**config.mk**
```make
export PLATFORM = sky130hd
export DESIGN_NAME = uart_echo_fifo_flat
export DESIGN_NICKNAME = d
export VERILOG_FILES = /design/src/rtl/uart_echo_fifo_if.sv /design/src/rtl/uart_echo_fifo.sv /design/src/flat_wrapper.sv
export SDC_FILE = /design/constraint.sdc
export NUM_CORES = 1
export LEC_CHECK = 0
export CAP_MARGIN = 20
export CORE_ASPECT_RATIO = 1.25
export CORE_MARGIN = 2
export CORE_UTILIZATION = 55
export DETAILED_ROUTE_END_ITERATION = 16
export GPL_TIMING_DRIVEN = 0
export PLACE_DENSITY = 0.83
export SYNTH_ARGS = -nofsm -noshare
export SYNTH_HDL_FRONTEND = slang
export SYNTH_SLANG_ARGS = --single-unit
```
**constraint.sdc**
```tcl
create_clock -name ipClk -period 8.1 [get_ports ipClk]
set_clock_uncertainty 0.05 [all_clocks]
set_input_delay 1.62 -clock ipClk [delete_from_list [all_inputs] [get_ports ipClk]]
set_output_delay 1.62 -clock ipClk [all_outputs]
set_load 0.05 [all_outputs]
```
**src/rtl/uart_echo_fifo_if.sv**
```systemverilog
// Rx-to-Tx byte handshake bundle for the UART echo engine.
// master is the echo engine side, slave the receiver/transmitter side.
interface uart_echo_fifo_if #(
    parameter int DATA_W = 8
);
    logic [DATA_W-1:0] ipRxData;
    logic              ipRxValid;
    logic [DATA_W-1:0] opTxData;
    logic              opTxSend;
    logic              ipTxBusy;

    modport master (
        input  ipRxData,
        input  ipRxValid,
        input  ipTxBusy,
        output opTxData,
        output opTxSend
    );

    modport slave (
        output ipRxData,
        output ipRxValid,
        output ipTxBusy,
        input  opTxData,
        input  opTxSend
    );
endinterface

```
**src/rtl/uart_echo_fifo.sv**
```systemverilog
// Buffered UART echo engine: Rx bytes queue in a FIFO, are case-transformed
// on dequeue and handed to the transmitter over a level send/busy handshake.
module uart_echo_fifo #(
    parameter int DATA_W      = 8,
    parameter int FIFO_DEPTH  = 16,
    parameter int CRLF_EXPAND = 1
) (
    input  logic                        ipClk,
    input  logic                        ipReset,
    input  logic [1:0]                  ipMode,
    uart_echo_fifo_if.master            bus,
    output logic [$clog2(FIFO_DEPTH):0] opFifoCount,
    output logic                        opOverflow,
    input  logic                        ipClearOverflow
);
    localparam int AW = $clog2(FIFO_DEPTH);
    localparam int CW = AW + 1;

    localparam logic [CW-1:0] FULL_CNT = CW'(FIFO_DEPTH);
    localparam logic [AW-1:0] PTR_ONE  = AW'(1);
    localparam logic [CW-1:0] CNT_ONE  = CW'(1);

    localparam logic [DATA_W-1:0] CR_BYTE = DATA_W'(8'h0D);
    localparam logic [DATA_W-1:0] LF_BYTE = DATA_W'(8'h0A);

    localparam logic [1:0] IDLE = 2'd0;
    localparam logic [1:0] SEND = 2'd1;
    localparam logic [1:0] WAIT = 2'd2;

    logic [DATA_W-1:0] mem [FIFO_DEPTH];
    logic [AW-1:0]     wrPtr;
    logic [AW-1:0]     rdPtr;
    logic [1:0]        state;
    logic              lfPending;

    logic              full;
    logic              empty;
    logic              pop;
    logic              push;
    logic              drop;
    logic [DATA_W-1:0] popData;
    logic [DATA_W-1:0] xformData;

    assign full    = (opFifoCount == FULL_CNT);
    assign empty   = (opFifoCount == '0);
    assign pop     = (state == IDLE) && !empty && !bus.ipTxBusy;
    // A pop in the same cycle frees the slot, so a full FIFO still accepts.
    assign push    = bus.ipRxValid && (!full || pop);
    assign drop    = bus.ipRxValid && full && !pop;
    assign popData = mem[rdPtr];

    // Case transforms only make sense for 8-bit ASCII bytes.
    if (DATA_W == 8) begin : gXform
        logic isUpper;
        logic isLower;

        assign isUpper = (popData >= 8'h41) && (popData <= 8'h5A);
        assign isLower = (popData >= 8'h61) && (popData <= 8'h7A);

        // Apply the selected case transform to the byte at the FIFO head.
        always_comb begin
            xformData = popData;
            case (ipMode)
                2'd1: if (isUpper || isLower) xformData = popData ^ 8'h20;
                2'd2: if (isLower) xformData = popData - 8'h20;
                2'd3: if (isUpper) xformData = popData + 8'h20;
                default: xformData = popData;
            endcase
        end
    end else begin : gPass
        assign xformData = popData;
    end

    // FIFO storage write; stale contents are harmless since pointers reset.
    always_ff @(posedge ipClk) begin
        if (push) mem[wrPtr] <= bus.ipRxData;
    end

    // Pointers and occupancy count.
    always_ff @(posedge ipClk) begin
        if (ipReset) begin
            wrPtr       <= '0;
            rdPtr       <= '0;
            opFifoCount <= '0;
        end else begin
            if (push) wrPtr <= wrPtr + PTR_ONE;
            if (pop)  rdPtr <= rdPtr + PTR_ONE;
            case ({push, pop})
                2'b10:   opFifoCount <= opFifoCount + CNT_ONE;
                2'b01:   opFifoCount <= opFifoCount - CNT_ONE;
                default: opFifoCount <= opFifoCount;
            endcase
        end
    end

    // Sticky overflow flag; a new drop beats a simultaneous clear.
    always_ff @(posedge ipClk) begin
        if (ipReset) begin
            opOverflow <= 1'b0;
        end else if (drop) begin
            opOverflow <= 1'b1;
        end else if (ipClearOverflow) begin
            opOverflow <= 1'b0;
        end
    end

    // Transmit handshake FSM with optional CR -> CR LF expansion.
    always_ff @(posedge ipClk) begin
        if (ipReset) begin
            state        <= IDLE;
            bus.opTxSend <= 1'b0;
            bus.opTxData <= '0;
            lfPending    <= 1'b0;
        end else begin
            case (state)
                IDLE: begin
                    if (pop) begin
                        bus.opTxData <= xformData;
                        bus.opTxSend <= 1'b1;
                        lfPending    <= (CRLF_EXPAND == 1) &&
                                        (popData == CR_BYTE);
                        state        <= SEND;
                    end
                end
                SEND: begin
                    if (bus.ipTxBusy) begin
                        bus.opTxSend <= 1'b0;
                        state        <= WAIT;
                    end
                end
                WAIT: begin
                    if (!bus.ipTxBusy) begin
                        if (lfPending) begin
                            bus.opTxData <= LF_BYTE;
                            bus.opTxSend <= 1'b1;
                            lfPending    <= 1'b0;
                            state        <= SEND;
                        end else begin
                            state <= IDLE;
                        end
                    end
                end
                default: begin
                    bus.opTxSend <= 1'b0;
                    state        <= IDLE;
                end
            endcase
        end
    end
endmodule

```
**src/flat_wrapper.sv**
```systemverilog
// flat-port wrapper written by rule: the top's interface ports become plain ports
module uart_echo_fifo_flat 
#(
    parameter int DATA_W      = 8,
    parameter int FIFO_DEPTH  = 16,
    parameter int CRLF_EXPAND = 1
)
  (ipClk, ipReset, ipMode, opFifoCount, opOverflow, ipClearOverflow, bus_ipRxData, bus_ipRxValid, bus_ipTxBusy, bus_opTxData, bus_opTxSend);
  uart_echo_fifo_if #(.DATA_W(DATA_W)) bus_i ();
  input  logic ipClk;
  input  logic ipReset;
  input  logic [1:0] ipMode;
  output logic [$clog2(FIFO_DEPTH):0] opFifoCount;
  output logic opOverflow;
  input  logic ipClearOverflow;
  input wire logic [$bits(bus_i.ipRxData)-1:0] bus_ipRxData;
  input wire logic [$bits(bus_i.ipRxValid)-1:0] bus_ipRxValid;
  input wire logic [$bits(bus_i.ipTxBusy)-1:0] bus_ipTxBusy;
  output wire logic [$bits(bus_i.opTxData)-1:0] bus_opTxData;
  output wire logic [$bits(bus_i.opTxSend)-1:0] bus_opTxSend;
  assign bus_i.ipRxData = bus_ipRxData;
  assign bus_i.ipRxValid = bus_ipRxValid;
  assign bus_i.ipTxBusy = bus_ipTxBusy;
  assign bus_opTxData = bus_i.opTxData;
  assign bus_opTxSend = bus_i.opTxSend;
  uart_echo_fifo #(.DATA_W(DATA_W), .FIFO_DEPTH(FIFO_DEPTH), .CRLF_EXPAND(CRLF_EXPAND)) u_core (.ipClk(ipClk), .ipReset(ipReset), .ipMode(ipMode), .bus(bus_i), .opFifoCount(opFifoCount), .opOverflow(opOverflow), .ipClearOverflow(ipClearOverflow));
endmodule
```
Yosys cells after proc, flatten, opt, wreduce, memory -nomap -nowiden

Memory sizes are Yosys's and may differ from the RTL's. A register that Yosys moved wholly into a read port is not among the register bits.
Index checks and enable logic that the tools add are counted.

Add/sub/neg operators: 6
Magnitude comparators: 4
Equality and inequality tests: 13
Multiplexer cells: 28
Bitwise gates (word level): 1
Reductions and logical operators: 22

Operators by type and width:

| kind                                                           | number |
|---|---|
| 2-to-1 mux 8 bit                                               | 5 |
| one-hot mux 8 bit (3 select lines)                             | 1 |
| >= comparator 8 x 7 -> 1 bit, second input constant            | 2 |
| less-or-equal comparator 8 x 7 -> 1 bit, second input constant | 2 |
| one-hot mux 8 bit (2 select lines)                             | 1 |
| 2-to-1 mux 1 bit                                               | 11 |
| one-hot mux 5 bit (2 select lines)                             | 1 |
| adder 4 x 1 -> 4 bit, second input constant                    | 2 |
| adder 8 x 6 -> 8 bit, second input constant                    | 1 |
| == test 2 bit, second input constant                           | 4 |
| == test 8 x 4 -> 1 bit, second input constant                  | 1 |
| 2-to-1 mux 4 bit                                               | 2 |
| AND reduction 4 bit                                            | 2 |
| subtractor 8 x 6 -> 8 bit, second input constant               | 1 |
| logical AND 1 bit                                              | 7 |
| == test 2 x 1 -> 1 bit, second input constant                  | 3 |
| 2-to-1 mux 2 bit                                               | 3 |
| 2-to-1 mux 6 bit                                               | 1 |
| one-hot mux 2 bit (3 select lines)                             | 1 |
| AND reduction 3 bit                                            | 2 |
| nonzero test 2 bit                                             | 3 |
| adder 5 x 1 -> 5 bit, second input constant                    | 1 |
| == test 5 bit, second input constant                           | 1 |
| logical NOT 5 bit                                              | 1 |
| 9 further kinds                                                | 15 |

Register bits after elaboration: 26
RAM bits: 128
Input port bits: 15
Output and inout port bits: 15
Logic and storage cells: 83
Memories kept: 1

Memories:

| memory     | words | bits a word | rd ports | clocked after Yosys merged registers in | write ports | RTL line             | text |
|---|---|---|---|---|---|---|---|
| u_core.mem | 16    | 8           | 1        | 1                                       | 1           | uart_echo_fifo.sv:30 | `logic [DATA_W-1:0] mem [FIFO_DEPTH];` |

Longest topological paths before layout

Gate-level depths: netlist of run 1.

Depth after elaboration: 8
Depth in mapped cells: 14
Gate-level depth less buffers: 13

Least setup slack after synthesis of run 1

Ideal clock, no wire load.

Kind: input to register
Start point: input bus_ipTxBusy
End point: register u_core.opFifoCount[4]
Setup time: 0.070 ns
Arrival time: 3.904 ns
Required time: 7.980 ns
Path slack: 4.076 ns
Stages: 12
Buffers on the path: 1
Cells stage by stage: or3_1 > nor2_2 > buf_1 > ha_1 > inv_1 > fa_1 > inv_1 > a21o_1 > a21oi_1 > xnor2_1 > or3_1 > a21oi_1

Longest elaborated chain between the ends: 6
Elaborated cells on any way between the ends: 8
Those cells by class: 2 x eq/ne; 1 x mux; 5 x reduce/logical

RTL lines:

| item                                                                     | RTL line             | text |
|---|---|---|
| start, declared                                                          | flat_wrapper.sv:18   | `input wire logic [$bits(bus_i.ipTxBusy)-1:0] bus_ipTxBusy;` |
| logical NOT 1 bit (*)                                                    | uart_echo_fifo.sv:46 | `assign pop = (state == IDLE) && !empty && !bus.ipTxBusy;` |
| logical AND 1 bit (*)                                                    | uart_echo_fifo.sv:46 |  |
| logical OR 1 bit                                                         | uart_echo_fifo.sv:48 | `assign push = bus.ipRxValid && (!full \|\| pop);` |
| logical AND 1 bit                                                        | uart_echo_fifo.sv:48 |  |
| == test 2 x 1 -> 1 bit or == test 2 bit (tied branches)                  | uart_echo_fifo.sv:88 | `case ({push, pop})` |
| one-hot mux 5 bit (2 select lines) or nonzero test 2 bit (tied branches) | n/a                  |  |
| end signal, assigned                                                     | uart_echo_fifo.sv:89 | `2'b10: opFifoCount <= opFifoCount + CNT_ONE;` |
| end signal, assigned                                                     | uart_echo_fifo.sv:90 | `2'b01: opFifoCount <= opFifoCount - CNT_ONE;` |
| end signal, assigned                                                     | uart_echo_fifo.sv:91 | `default: opFifoCount <= opFifoCount;` |
| end, declared                                                            | uart_echo_fifo.sv:12 | `output logic [$clog2(FIFO_DEPTH):0] opFifoCount,` |

Every way passes the cells marked *; elsewhere a longest branch is shown, timed or not.
A chain may end at the register's enable or synchronous reset.

Worst setup path in the final report of run 1

Same ends and word-level chain as after synthesis.

==> summary.txt, run 1 <==
Status
  – Outcome: finished, final reports clean

Placement
  – Placer Congestion: 0.939
  – Dpl hpwl: 8870 µm
  – Placed cell count: 589
  – Place WS: 3.23 ns
  – PortBufs: 28

Synth
  – Post-Syn Area: 6590 µm²
  – Top cells by area, synth: edfxtp_1 (58%), dfxtp_1 (9.1%), mux4_1 (5.6%), mux4_2 (5.5%), ha_1 (2.3%)
  – Avg Inst Size Synth: 16.5 µm²
  – Post-Synthesis Cells: 400
  – Warnings, synthesis: 0
  – Post-synth EDFFs: 128
  – Synth top cells by count: edfxtp_1 (128), dfxtp_1 (30), nor2_1 (26)
  – Net Count, Synth: about 430
  – Register area share after synthesis: 0.674
  – Yosys top cell area share: 0.583
  – Post-synth cell types: 51
  – Asr flop ratio synth: 0
  – Most common cell in the netlist: edfxtp_1
  – Top FF cell, synth: edfxtp_1
  – Yosys reg bits: 158
  – Largest area contributor in the netlist: edfxtp_1

Floorplanning
  – Initial Utilization: 0.565
  – # rows: 44
  – Core Region: 11,700 µm²
  – Die Ht: 126 µm
  – Chip Width: roughly 100 µm
  – Die Footprint: 12,900 µm²
  – IO Pins: 30

Final layout
  – Post-synthesis to final-layout area growth: 16.4%
  – Area of the multi-input gates: 1980 µm²
  – Ant diodes: 0
  – Post-layout util: 0.657
  – Layout Cells excl Fill: slightly above 600
  – Register area: between 4000 and 5000 µm²
  – Share of cells above drive strength 1: 0.117
  – FILL cells: 778
  – Fin nets: 475

Power and ir drop
  – Share of total power in the clock network: 0.330
  – Net Sw Power: 0.000734 W
  – Logic gate share of total power: 0.273
  – Lkg Pwr: 2.58 nW
  – Sw Share: 0.302
  – Sequential Power Share: 0.397
  – Int Power: 0.00170 W
  – Maximum vdd ir drop: 0.000139 V
  – Power Density: 317 nW/µm²

CTS
  – Root Driver: clkbuf_16
  – Worst-Skew Late Latency: 0.42 ns
  – # Post-CTS Setup Buffers: 0
  – Total CTS buffers: 17
  – CTS resizes: 0
  – Max Root-Sink Buffers: 2
  – H-tree depth: 4
  – CTS tree: built
  – Clock-pin slew on the worst setup and hold paths: roughly 0.06 ns
  – Hold_buf cts: 0
  – Clock Sink Count: 158

Timing
  – Setup TNS: 0 ns
  – Worst Max-Slew Pin Slew: approximately 0.74 ns
  – Worst slew margin: 0.507
  – Final min period: roughly 4.5 ns
  – Worst hold slack: 0.417 ns
  – RSZ-0062 raised after global routing: false
  – Fin crit share: 0.550
  – Final WS setup: 3.64 ns
  – Final Setup Violations: 0
  – Final hold violations: 0
  – Pins Over Slew Limit: 0
  – Max Fclk: 0.224 GHz

Setup path
  – Startpoint Class: primary input
  – Crit path largest cell delay: 0.47 ns
  – Critical path class: primary input to flop
  – Slowest cell on crit path: clkdlybuf4s50_1
  – Highest net fanout along the worst path: 10
  – CP Cell Sequence: clkdlybuf4s50_1, or3_1, nor2_2, buf_1, ha_1, inv_1, fa_1, inv_1, a21o_1, a21oi_1, xnor2_1, or3_1, a21oi_1
  – Worst EP required: 8.40 ns
  – Critical Path AT: between 4 and 5 ns
  – Crit. End Element: flop

Worst hold path
  – Hold/Removal Path Class: flop to flop

GRT
  – Grt peak-use layer: met2
  – Met1 Track Usage GR: 0.274
  – M2 GR Usage: 0.398
  – Initial antenna violation count: 0
  – GRT Overall Usage: 0.230
  – Via count of the first global-routing pass: 3,682
  – Congestion Overflow GR: 0
  – M3 GR Usage: 0.0595
  – Global-route wire length before repair: 21,000 µm
  – Largest net degree at the start of global routing: 17

Route
  – Routed WL: 13,700 µm
  – DRC violations left: 0
  – Total number of vias: 3,669
  – DR pass1 iterations: 7
  – Drt via density: 5.91
  – Number of DRC markers in iteration 0: 303
  – Final ANT Viol Nets: 0
  – Average routed wire per standard cell: approximately 22 µm

Run
  – Max cap viols: 0
[worst paths after layout]
| check | to | cells past startpoint | from | slack (ns) |
|---|---|---|---|---|
| max | u_core.opFifoCount[4] | 13 | bus_ipTxBusy | 3.64 |
| min | u_core.bus.opTxData[6] | 2 | u_core.bus.opTxData[6] | 0.42 |
| max reg2reg | u_core.bus.opTxData[7] | 9 | flop | 4.75 |
| min reg2reg | u_core.bus.opTxData[6] | 2 | u_core.bus.opTxData[6] | 0.42 |
[worst max-delay path: cells and delay by family]
| kind | cells | cell delay [ns] |
|---|---|---|
| buffers and inverters | 4 | 1.07 |
| AND/OR/NAND/NOR | 3 | 0.87 |
| adder cells (fa/ha/maj) | 2 | 0.75 |
| AO/OA/AOI/OAI | 3 | 0.31 |
| XOR/XNOR | 1 | 0.14 |
[per-stage QoR]
step,power (W),area (µm²)
after floorplan,0.00147,6590
after CTS,0.00244,7670
after global placement,0.00162,7070
after detailed placement,0.00164,7070
after global routing,0.00253,7670
final,0.00243,7670
[registers in the layout, indices dropped and copies added, names as in the netlist, named ones only]
signal,cells
u_core.mem,128
u_core.bus.opTxData,8
u_core.opFifoCount,5
u_core.rdPtr,4
u_core.wrPtr,4
u_core.state,2
u_core.bus.opTxSend,1
u_core.lfPending,1
u_core.opOverflow,1
[placed cells by master, fill, tap and decap left out, types with 3 or more instances in the layout]
cell / instances
a21o_1: 3
a21oi_1: 15
a221oi_1: 5
a22oi_1: 10
and2_1: 19
buf_12: 3
bufinv_16: 3
clkbuf_1: 10
clkbuf_16: 17
clkdlybuf4s50_1: 28
dfxtp_1: 30
edfxtp_1: 128
ha_1: 12
inv_1: 13
mux2i_1: 9
mux4_1: 14
mux4_2: 16
nand2_1: 17
nand4_1: 3
nor2_1: 26
nor2b_1: 7
nor3_1: 4
nor3b_1: 3
o21ai_0: 3
o31ai_1: 3
or3_1: 4
xnor2_1: 5
xor2_1: 7
[layout make-up]
cell class / count / share of cell area
sequential: 158 / 0.579
multi-input combinational: 213 / 0.258
clock buffer: 19 / 0.0564
timing repair buffer: 28 / 0.0365
tap: 161 / 0.0263
clock inverter: 13 / 0.0214
buffer: 15 / 0.0148
inverter: 14 / 0.00685
[power by group through the flow]
stage	clock [W]	combinational [W]	sequential (W)
3_5_place_dp	0	0.000659	0.000982
5_1_grt	0.000843	0.000715	0.000972
2_1_floorplan	0	0.000401	0.00107
4_1_cts	0.000813	0.000665	0.000966
3_3_place_gp	0	0.000638	0.000978
6_report	0.000803	0.000664	0.000966
[metal layers]
layer | share of wire | vias up | wire length (µm)
li1 | - | 1669 | -
met1 | 0.40 | 1855 | 5450
met4 | 0.024 | 0 | 336
met2 | 0.54 | 127 | 7390
met5 | 0 | - | 0
met3 | 0.041 | 18 | 567
[cell families after synthesis]
| logic type | synth area share |
|---|---|
| AO/OA/AOI/OAI | 0.0579 |
| XOR/XNOR | 0.0159 |
| AND/OR/NAND/NOR | 0.0767 |
| adder cells (fa/ha/maj) | 0.0258 |
| multiplexers | 0.124 |
| flip-flops | 0.674 |
| buffers and inverters | 0.0252 |
Power figures use the tool's default switching activity.
==> inputs of run 2 (changes only) <==
==> constraint.sdc (replaced) <==
create_clock -name ipClk -period 4.4 [get_ports ipClk]
set_clock_uncertainty 0.05 [all_clocks]
set_input_delay 0.88 -clock ipClk [delete_from_list [all_inputs] [get_ports ipClk]]
set_output_delay 0.88 -clock ipClk [all_outputs]
set_load 0.05 [all_outputs]
==> results of run 2 <==
The final DEF is identical to that of run 1. Status: finished, final reports clean.
Among the figures that moved: setup slack after placement 3.23 ns -> 0.269 ns; setup slack after layout 3.64 ns -> 0.683 ns; register-to-register setup slack 4.75 ns -> 1.05 ns; total power 0.00243 W -> 0.00448 W; worst IR drop on VDD 0.000139 V -> 0.000255 V
